[src/rtl/alu_pkg.sv]
// Shared definitions for the ALU issue stage: operand width, opcodes and
// command field widths.
// Optional feature macro: ALU_FWD_EN (forward last result into operand A).
package alu_pkg;

  localparam int unsigned ALU_W = 16;
  localparam int unsigned SEL_W = 4;

`ifdef ALU_FWD_EN
  localparam int unsigned FWD_W = 1;
`else
  localparam int unsigned FWD_W = 0;
`endif

  localparam logic [3:0] OP_ADD  = 4'h0;
  localparam logic [3:0] OP_SUB  = 4'h1;
  localparam logic [3:0] OP_INC  = 4'h2;
  localparam logic [3:0] OP_DEC  = 4'h3;
  localparam logic [3:0] OP_AND  = 4'h4;
  localparam logic [3:0] OP_OR   = 4'h5;
  localparam logic [3:0] OP_XOR  = 4'h6;
  localparam logic [3:0] OP_NOT  = 4'h7;
  localparam logic [3:0] OP_SHL  = 4'h8;
  localparam logic [3:0] OP_SHR  = 4'h9;
  localparam logic [3:0] OP_ROL  = 4'hA;
  localparam logic [3:0] OP_ROR  = 4'hB;
  localparam logic [3:0] OP_PASA = 4'hC;
  localparam logic [3:0] OP_PASB = 4'hD;
  localparam logic [3:0] OP_NEG  = 4'hE;
  localparam logic [3:0] OP_CLR  = 4'hF;

  // Packed command width: two operands, opcode and (optionally) the forward flag.
  function automatic int unsigned cmd_w(input int unsigned w);
    return 2 * w + SEL_W + FWD_W;
  endfunction

endpackage

[src/rtl/alu_cmd_fifo.sv]
// Synchronous command FIFO with occupancy count. DEPTH must be a power of two
// so the pointers wrap naturally.
module alu_cmd_fifo #(
  parameter int unsigned WIDTH = 36,
  parameter int unsigned DEPTH = 4,
  localparam int unsigned PTR_W = $clog2(DEPTH),
  localparam int unsigned CNT_W = PTR_W + 1
) (
  input  logic             clk,
  input  logic             rst_n,
  input  logic             push,
  input  logic [WIDTH-1:0] wdata,
  input  logic             pop,
  output logic [WIDTH-1:0] rdata,
  output logic [CNT_W-1:0] count,
  output logic             full,
  output logic             empty
);

  logic [WIDTH-1:0] mem_q [DEPTH];
  logic [PTR_W-1:0] wr_ptr_q, rd_ptr_q;
  logic [CNT_W-1:0] count_q;
  logic             do_push, do_pop;

  assign full    = (count_q == CNT_W'(DEPTH));
  assign empty   = (count_q == '0);
  assign do_push = push & ~full;
  assign do_pop  = pop & ~empty;
  assign rdata   = mem_q[rd_ptr_q];
  assign count   = count_q;

  // Storage array; contents are don't-care while the entry is unoccupied.
  always_ff @(posedge clk) begin
    if (do_push) mem_q[wr_ptr_q] <= wdata;
  end

  // Pointers and occupancy; push and pop together leave the count unchanged.
  always_ff @(posedge clk or negedge rst_n) begin
    if (!rst_n) begin
      wr_ptr_q <= '0;
      rd_ptr_q <= '0;
      count_q  <= '0;
    end else begin
      if (do_push) wr_ptr_q <= wr_ptr_q + PTR_W'(1);
      if (do_pop)  rd_ptr_q <= rd_ptr_q + PTR_W'(1);
      case ({do_push, do_pop})
        2'b10:   count_q <= count_q + CNT_W'(1);
        2'b01:   count_q <= count_q - CNT_W'(1);
        default: count_q <= count_q;
      endcase
    end
  end

endmodule

[src/rtl/alu_issue_stage.sv]
// Issue and result stage around a combinational 16-bit ALU: buffers commands,
// drives the FIFO head into the ALU and registers its outputs.
// Optional feature macro: ALU_FWD_EN (head entries may take A from last result).
module alu_issue_stage
  import alu_pkg::*;
#(
  parameter int unsigned WIDTH = ALU_W,
  parameter int unsigned DEPTH = 4
) (
  input  logic                   clk,
  input  logic                   rst_n,
  input  logic                   cmd_valid,
  output logic                   cmd_ready,
  input  logic [WIDTH-1:0]       cmd_a,
  input  logic [WIDTH-1:0]       cmd_b,
  input  logic [SEL_W-1:0]       cmd_sel,
  input  logic                   cmd_fwd_a,
  output logic [WIDTH-1:0]       alu_a,
  output logic [WIDTH-1:0]       alu_b,
  output logic [SEL_W-1:0]       alu_sel,
  input  logic [WIDTH-1:0]       alu_y,
  input  logic                   alu_cout,
  input  logic                   alu_zero,
  output logic                   res_valid,
  input  logic                   res_ready,
  output logic [WIDTH-1:0]       res_y,
  output logic                   res_cout,
  output logic                   res_zero,
  output logic [SEL_W-1:0]       res_sel,
  output logic [$clog2(DEPTH):0] fifo_count
);

  localparam int unsigned CMD_W = cmd_w(WIDTH);

  localparam logic R_EMPTY = 1'b0;
  localparam logic R_FULL  = 1'b1;

  logic [CMD_W-1:0] fifo_wdata, fifo_rdata;
  logic             fifo_full, fifo_empty;
  logic             push, pop;
  logic [WIDTH-1:0] head_a, head_b;
  logic [SEL_W-1:0] head_sel;

  logic             state_q, state_d;
  logic [WIDTH-1:0] res_y_q;
  logic             res_cout_q, res_zero_q;
  logic [SEL_W-1:0] res_sel_q;

`ifdef ALU_FWD_EN
  logic             head_fwd;
  logic [WIDTH-1:0] last_y_q;
  assign fifo_wdata = {cmd_fwd_a, cmd_a, cmd_b, cmd_sel};
  assign {head_fwd, head_a, head_b, head_sel} = fifo_rdata;
`else
  logic unused_fwd_a;
  assign unused_fwd_a = cmd_fwd_a;
  assign fifo_wdata = {cmd_a, cmd_b, cmd_sel};
  assign {head_a, head_b, head_sel} = fifo_rdata;
`endif

  assign cmd_ready = ~fifo_full;
  assign push      = cmd_valid & cmd_ready;
  assign pop       = ~fifo_empty & ((state_q == R_EMPTY) | res_ready);

  alu_cmd_fifo #(
    .WIDTH (CMD_W),
    .DEPTH (DEPTH)
  ) u_fifo (
    .clk   (clk),
    .rst_n (rst_n),
    .push  (push),
    .wdata (fifo_wdata),
    .pop   (pop),
    .rdata (fifo_rdata),
    .count (fifo_count),
    .full  (fifo_full),
    .empty (fifo_empty)
  );

  // ALU operands come straight from the FIFO head; zero when nothing is queued.
  always_comb begin
    alu_a   = '0;
    alu_b   = '0;
    alu_sel = '0;
    if (!fifo_empty) begin
      alu_a   = head_a;
`ifdef ALU_FWD_EN
      if (head_fwd) alu_a = last_y_q;
`endif
      alu_b   = head_b;
      alu_sel = head_sel;
    end
  end

  // Result register occupancy: a pop always refills it, otherwise a take empties it.
  always_comb begin
    state_d = state_q;
    if (pop) begin
      state_d = R_FULL;
    end else if (state_q == R_FULL && res_ready) begin
      state_d = R_EMPTY;
    end
  end

  // Result capture; data is held (not cleared) when the consumer drains it.
  always_ff @(posedge clk or negedge rst_n) begin
    if (!rst_n) begin
      state_q    <= R_EMPTY;
      res_y_q    <= '0;
      res_cout_q <= 1'b0;
      res_zero_q <= 1'b0;
      res_sel_q  <= '0;
    end else begin
      state_q <= state_d;
      if (pop) begin
        res_y_q    <= alu_y;
        res_cout_q <= alu_cout;
        res_zero_q <= alu_zero;
        res_sel_q  <= head_sel;
      end
    end
  end

`ifdef ALU_FWD_EN
  // Y of the most recently issued command, for forwarding into operand A.
  always_ff @(posedge clk or negedge rst_n) begin
    if (!rst_n) begin
      last_y_q <= '0;
    end else if (pop) begin
      last_y_q <= alu_y;
    end
  end
`endif

  assign res_valid = state_q;
  assign res_y     = res_y_q;
  assign res_cout  = res_cout_q;
  assign res_zero  = res_zero_q;
  assign res_sel   = res_sel_q;

endmodule

[config.mk]
export PLATFORM = sky130hd
export DESIGN_NAME = alu_issue_stage
export DESIGN_NICKNAME = d
export VERILOG_FILES = /design/src/rtl/alu_pkg.sv /design/src/rtl/alu_cmd_fifo.sv /design/src/rtl/alu_issue_stage.sv
export SDC_FILE = /design/constraint.sdc
export NUM_CORES = 1
export LEC_CHECK = 0
export CAP_MARGIN = 10
export CORE_MARGIN = 2
export CORE_UTILIZATION = 33
export CTS_CLUSTER_SIZE = 28
export DETAILED_ROUTE_END_ITERATION = 8
export GPL_TIMING_DRIVEN = 0
export SLEW_MARGIN = 20
export SYNTH_ARGS = -nofsm -noshare
export SYNTH_HDL_FRONTEND = slang
export SYNTH_SLANG_ARGS = --single-unit
export TNS_END_PERCENT = 30
[constraint.sdc]
create_clock -name clk -period 6.5 [get_ports clk]
set_clock_uncertainty 0.2 [all_clocks]
set_input_delay 1.3 -clock clk [delete_from_list [all_inputs] [get_ports clk]]
set_output_delay 1.3 -clock clk [all_outputs]
set_load 0.005 [all_outputs]
# Word-level counts from Yosys, hierarchy flattened
# Memory sizes are Yosys's and may differ from the RTL's.
# Cells that the tools add are included.
# classes
reduce_logical	4
add_sub_neg	4
n_eq_ne	3
mux	8
n_bitwise	8
# op_table
cell	n
two-way mux 16 bit	2
one-hot mux 3 bit (2 select lines)	1
adder 2 x 1 -> 2 bit, second input constant	2
bitwise AND 1 bit	4
two-way mux 1 bit	4
two-way mux 4 bit	1
nonzero test 2 bit	2
adder 3 x 1 -> 3 bit, second input constant	1
== test 3 bit, second input constant	1
zero test 3 bit	1
NOT 1 bit	3
subtractor 3 x 1 -> 3 bit, second input constant	1
== test 2 x 1 -> 1 bit, second input constant	1
== test 2 bit, second input constant	1
logical AND 1 bit	1
bitwise OR 1 bit	1
# word_totals
output_inout_bits	63
in_bits	59
regBits	30
n_memories	1
elab_cells	36
ramBits	144
# mem_list
name	depth	word_bits	rd	rd_ports_with_merged_regs	write_ports	line	source
u_fifo.mem_q	4	36	1	0	1	alu_cmd_fifo.sv:20	logic [WIDTH-1:0] mem_q [DEPTH];

# Longest topological paths before layout
# logic_depth
ltp_word	6
depth_mapped	10
ltp_nobuf	9

# Modules after synthesis
# A second synthesis with hierarchy kept.
# unflattened
cells_unflattened	318
hier_area_um2	6765.2
# modules_own_cells
mod	seq_area_each_um2	cells_per_inst	n_inst	area_each_um2
alu_cmd_fifo	4499.3	225	1	5635.4
alu_issue_stage	575.6	93	1	1129.8

# Worst setup path after synthesis
# No wires, ideal clock.
# synth_timing
path_type	input to register
from	input port res_ready
to	register u_fifo.count_q[2], in the netlist u_fifo.count[2]
t_arrival_ps	2805
setup_slack_ps	3416
t_required_ps	6221
path_stages	10
cell_sequence	nand2b_1 nor2b_1 buf_2 buf_6 ha_1 inv_1 fa_1 xor2_1 nor2_1 xor2_1
# synth_via
elab_chain_len	5
word_cells_on_any_way	7
cone_classes	eq/ne: 2; mux: 1; bitwise: 3; reduce/logical: 1
# synth_rtl
element	line	source
from (decl)	alu_issue_stage.sv:25	input logic res_ready,
bitwise OR 1 bit (*)	alu_issue_stage.sv:63	assign pop = ~fifo_empty & ((state_q == R_EMPTY) | res_ready);
bitwise AND 1 bit (*)	alu_issue_stage.sv:63	
net pop	alu_issue_stage.sv:40	logic push, pop;
bitwise AND 1 bit (*)	alu_cmd_fifo.sv:28	assign do_pop = pop & ~empty;
== test 2 x 1 -> 1 bit or == test 2 bit (tied branches)	alu_cmd_fifo.sv:46	case ({do_push, do_pop})
one-hot mux 3 bit (2 select lines) or nonzero test 2 bit (tied branches)	--	
to (signal assigned)	alu_cmd_fifo.sv:47	2'b10: count_q <= count_q + CNT_W'(1);
to (signal assigned)	alu_cmd_fifo.sv:48	2'b01: count_q <= count_q - CNT_W'(1);
to (signal assigned)	alu_cmd_fifo.sv:49	default: count_q <= count_q;
to (decl)	alu_cmd_fifo.sv:22	logic [CNT_W-1:0] count_q;
# Mark *: on every way through the listed nets, which the timed path passes. The rest lies on a longest branch.
# A chain may end at the register's enable or synchronous reset.

# Worst setup path after layout
# layout_timing
from	register u_fifo.count_q[0], in the netlist u_fifo.count[0]
to	output port alu_b[4]
# layout_via
elab_chain_len	2
# layout_rtl
element	line	source
zero test 3 bit	alu_cmd_fifo.sv:26	assign empty = (count_q == '0);
two-way mux 16 bit	alu_issue_stage.sv:85	if (!fifo_empty) begin
to (decl)	alu_issue_stage.sv:19	output logic [WIDTH-1:0] alu_b,
# No other way between the ends.

==> reports/metrics.cfg <==
[outcome]
run_status=completed

[power_and_ir_drop]
combPwrFrac=0.380
sw_frac_of_total=0.275
p_clk_frac=0.235
p_sw_mw=1.13
fin_total_pwr_mw=4.10
power_density_nw_per_um2=459
leakage_nw=3.09
p_seq_frac=0.385
p_int_mw=2.97
ir_worst_vdd_mv=0.171

[clock_tree]
cts_hold_buffers=0
clk_pin_slew_worst_paths_ns=0.06
cts_setup_buffers=0
cts_tree=built
cts_max_level=4
cts-resized-gates=0
cts-root-buf=clkbuf_16
cts.sink_count=174
cts_buffers=17
cts_buffer_depth=2
clk_latency_ns=0.41

[global_route]
antenna_found_initial=0
grt-ovfl-total=0
grt_max_degree=31
gr-usage-all-layers=0.130
grt_pass1_wl_mm=20.6
grt_pass1_vias=3670

[sta]
hold_violations=0
hold_ws_ns=0.304
finalSetupViolCount=0
slew_headroom=0.557
fin_crit_ns=4.14
slew_viol_final=0
fin_tns_setup_ns=0
max_freq_ghz=0.242
rsz0062_at_grt=false
layout_setup_ws_ns=2.36
worstMarginPinSlew_ns=0.664
min_period_over_period=0.637

[worst_setup_path]
worstSetupStartpointType=flop
slowest_stage=clkbuf_1
crit_arrival_ns=2.64
cp_cell_sequence=nor3_2 -> buf_2 -> clkbuf_1 -> and2b_1 -> clkdlybuf4s50_1
end_kind=output port
critical-path-max-stage-delay_ns=0.50
required_ns=5.00
crit_type=reg -> out
crit_fanout=10

[job]
maxCapViolations=0

[floorplan]
die_x_um=147
die-area_um2=21600
start_util=0.335
fp.coreArea_um2=20100
io-pin-count=122
row_count=52
die_h_um=147

[detailed_routing]
viasPerCell=4.53
drc=0
routedWlPerCell_um=18.2
first_pass_iters=4
vias=3355
drt-total-wl_mm=13.5
ant_nets=0
first_iter_violations=173

[finish]
stdcell_area_um2=8920
fin_nets=523
stdcell_count=741
drive_above_1_share=0.240
diodes=0
synthToLayoutAreaGrowth_pct=32.4
finalCoreUtilization=0.444

[place]
preCtsSetupSlack_ns=2.75
dpl.cell_count=709
gp_congestion=0.647
io_buffers=120
dp_hpwl_mm=8.88
placed_area_um2=8350

[synthesis]
syn_avg_cell_area_um2=21.4
async_flop_share=0.172
ys_seq_elements=174
ys_seq_area_frac=0.753
synth_fp_nets=380
syn_area_um2=6740
syn_inst=315
synth-edff-count=144
synth-main-ff-cell=edfxtp_1
ys_warn_count=0
synth_cell_type_count=26

[worst_hold_path]
min_path_type=reg -> reg

==> flip-flops by register name (all words and copies together) (netlist names) <==
name,count
u_fifo.wr_ptr_q,2
res_y,16
res_sel,4
res_zero,1
u_fifo.mem_q,144
res_valid,1
u_fifo.rd_ptr_q,2
u_fifo.count,3
res_cout,1
==> synthesized netlist by cell type (4+ instances only) <==
library cell,n,area [um2]
and2b_1,4,30.0
and3_1,4,25.0
buf_2,6,30.0
buf_6,5,56.3
dfrtp_1,30,751
edfxtp_1,144,4320
ha_1,5,62.6
inv_1,6,22.5
mux2_2,22,248
mux4_2,36,811
nor2b_1,33,206
xor2_1,4,35.0
==> routing by layer <==
metal / routed length [um] / share of wire / GRT usage / vias to the layer above
met4: 118 / 0.0087 / 0.0393 / 0
met5: 0 / 0 / 0 / -
li1: - / - / - / 1528
met1: 5740 / 0.43 / 0.159 / 1738
met3: 655 / 0.049 / 0.0376 / 8
met2: 6980 / 0.52 / 0.223 / 81
==> cells in the final DEF, fill, tap and decap left out, drive strengths merged <==
| cell type | count |
|---|---|
| mux2i | 1 |
| nor2b | 33 |
| inv | 10 |
| clkinv | 6 |
| buf | 18 |
| and2b | 4 |
| bufinv | 1 |
| dfrtp | 30 |
| nand2 | 1 |
| ha | 5 |
| nor2 | 1 |
| clkbuf | 23 |
| mux2 | 23 |
| nand2b | 1 |
| and2 | 1 |
| fa | 1 |
| edfxtp | 144 |
| mux4 | 36 |
| nor3 | 1 |
| clkdlybuf4s50 | 119 |
| or3b | 1 |
| xor2 | 4 |
| and3 | 4 |
| xnor2 | 2 |
| and3b | 1 |
==> kinds of logic after synthesis <==
family                     count (synthesis)  synth area share
adders and majority gates                  6            0.0123
DFF                                      174             0.753
muxes                                     60             0.161
buffers and inverters                     21            0.0189
and+or+nand+nor                           48            0.0466
xor gates and xnor gates                   6           0.00780
==> worst paths after layout <==
check                           cells past startpoint                 end            start  slack [ns]
worst min-delay path                                1           res_y[11]        res_y[11]        0.30
max in group asynchronous                           1  u_fifo.wr_ptr_q[0]            rst_n        4.95
worst max register to register                      9     u_fifo.count[2]  u_fifo.count[0]        4.06
min in group asynchronous                           1            res_zero            rst_n        0.71
worst max-delay path                                5            alu_b[4]  u_fifo.count[0]        2.36
worst min register to register                      1           res_y[11]        res_y[11]        0.30
==> critical path, delay by kind of cell (launching register included) <==
family        cells  cell delay, ns
buf+inv           3            1.27
simple gates      2            0.52
flops             1            0.44
==> power groups by stage <==
stage	clock [mW]	combinational (mW)	sequential [mW]
2_1_floorplan	0	0.789	1.59
3_3_place_gp	0	1.54	1.60
3_5_place_dp	0	1.59	1.60
4_1_cts	0.991	1.60	1.58
5_1_grt	1.04	1.69	1.60
6_report	0.963	1.56	1.58
==> final cells by class <==
type                    instances  area (um2)
fillers                      1746       11200
well taps                     270         338
flip-flops and latches        174        5070
repair buffers                124        1280
multi-input cells             120        1540
inverters                       6        22.5
plain buffers                  15         105
clock inverters                11         105
clock buffers                  21         460
No activity file was read; power rests on OpenSTA's default activity.
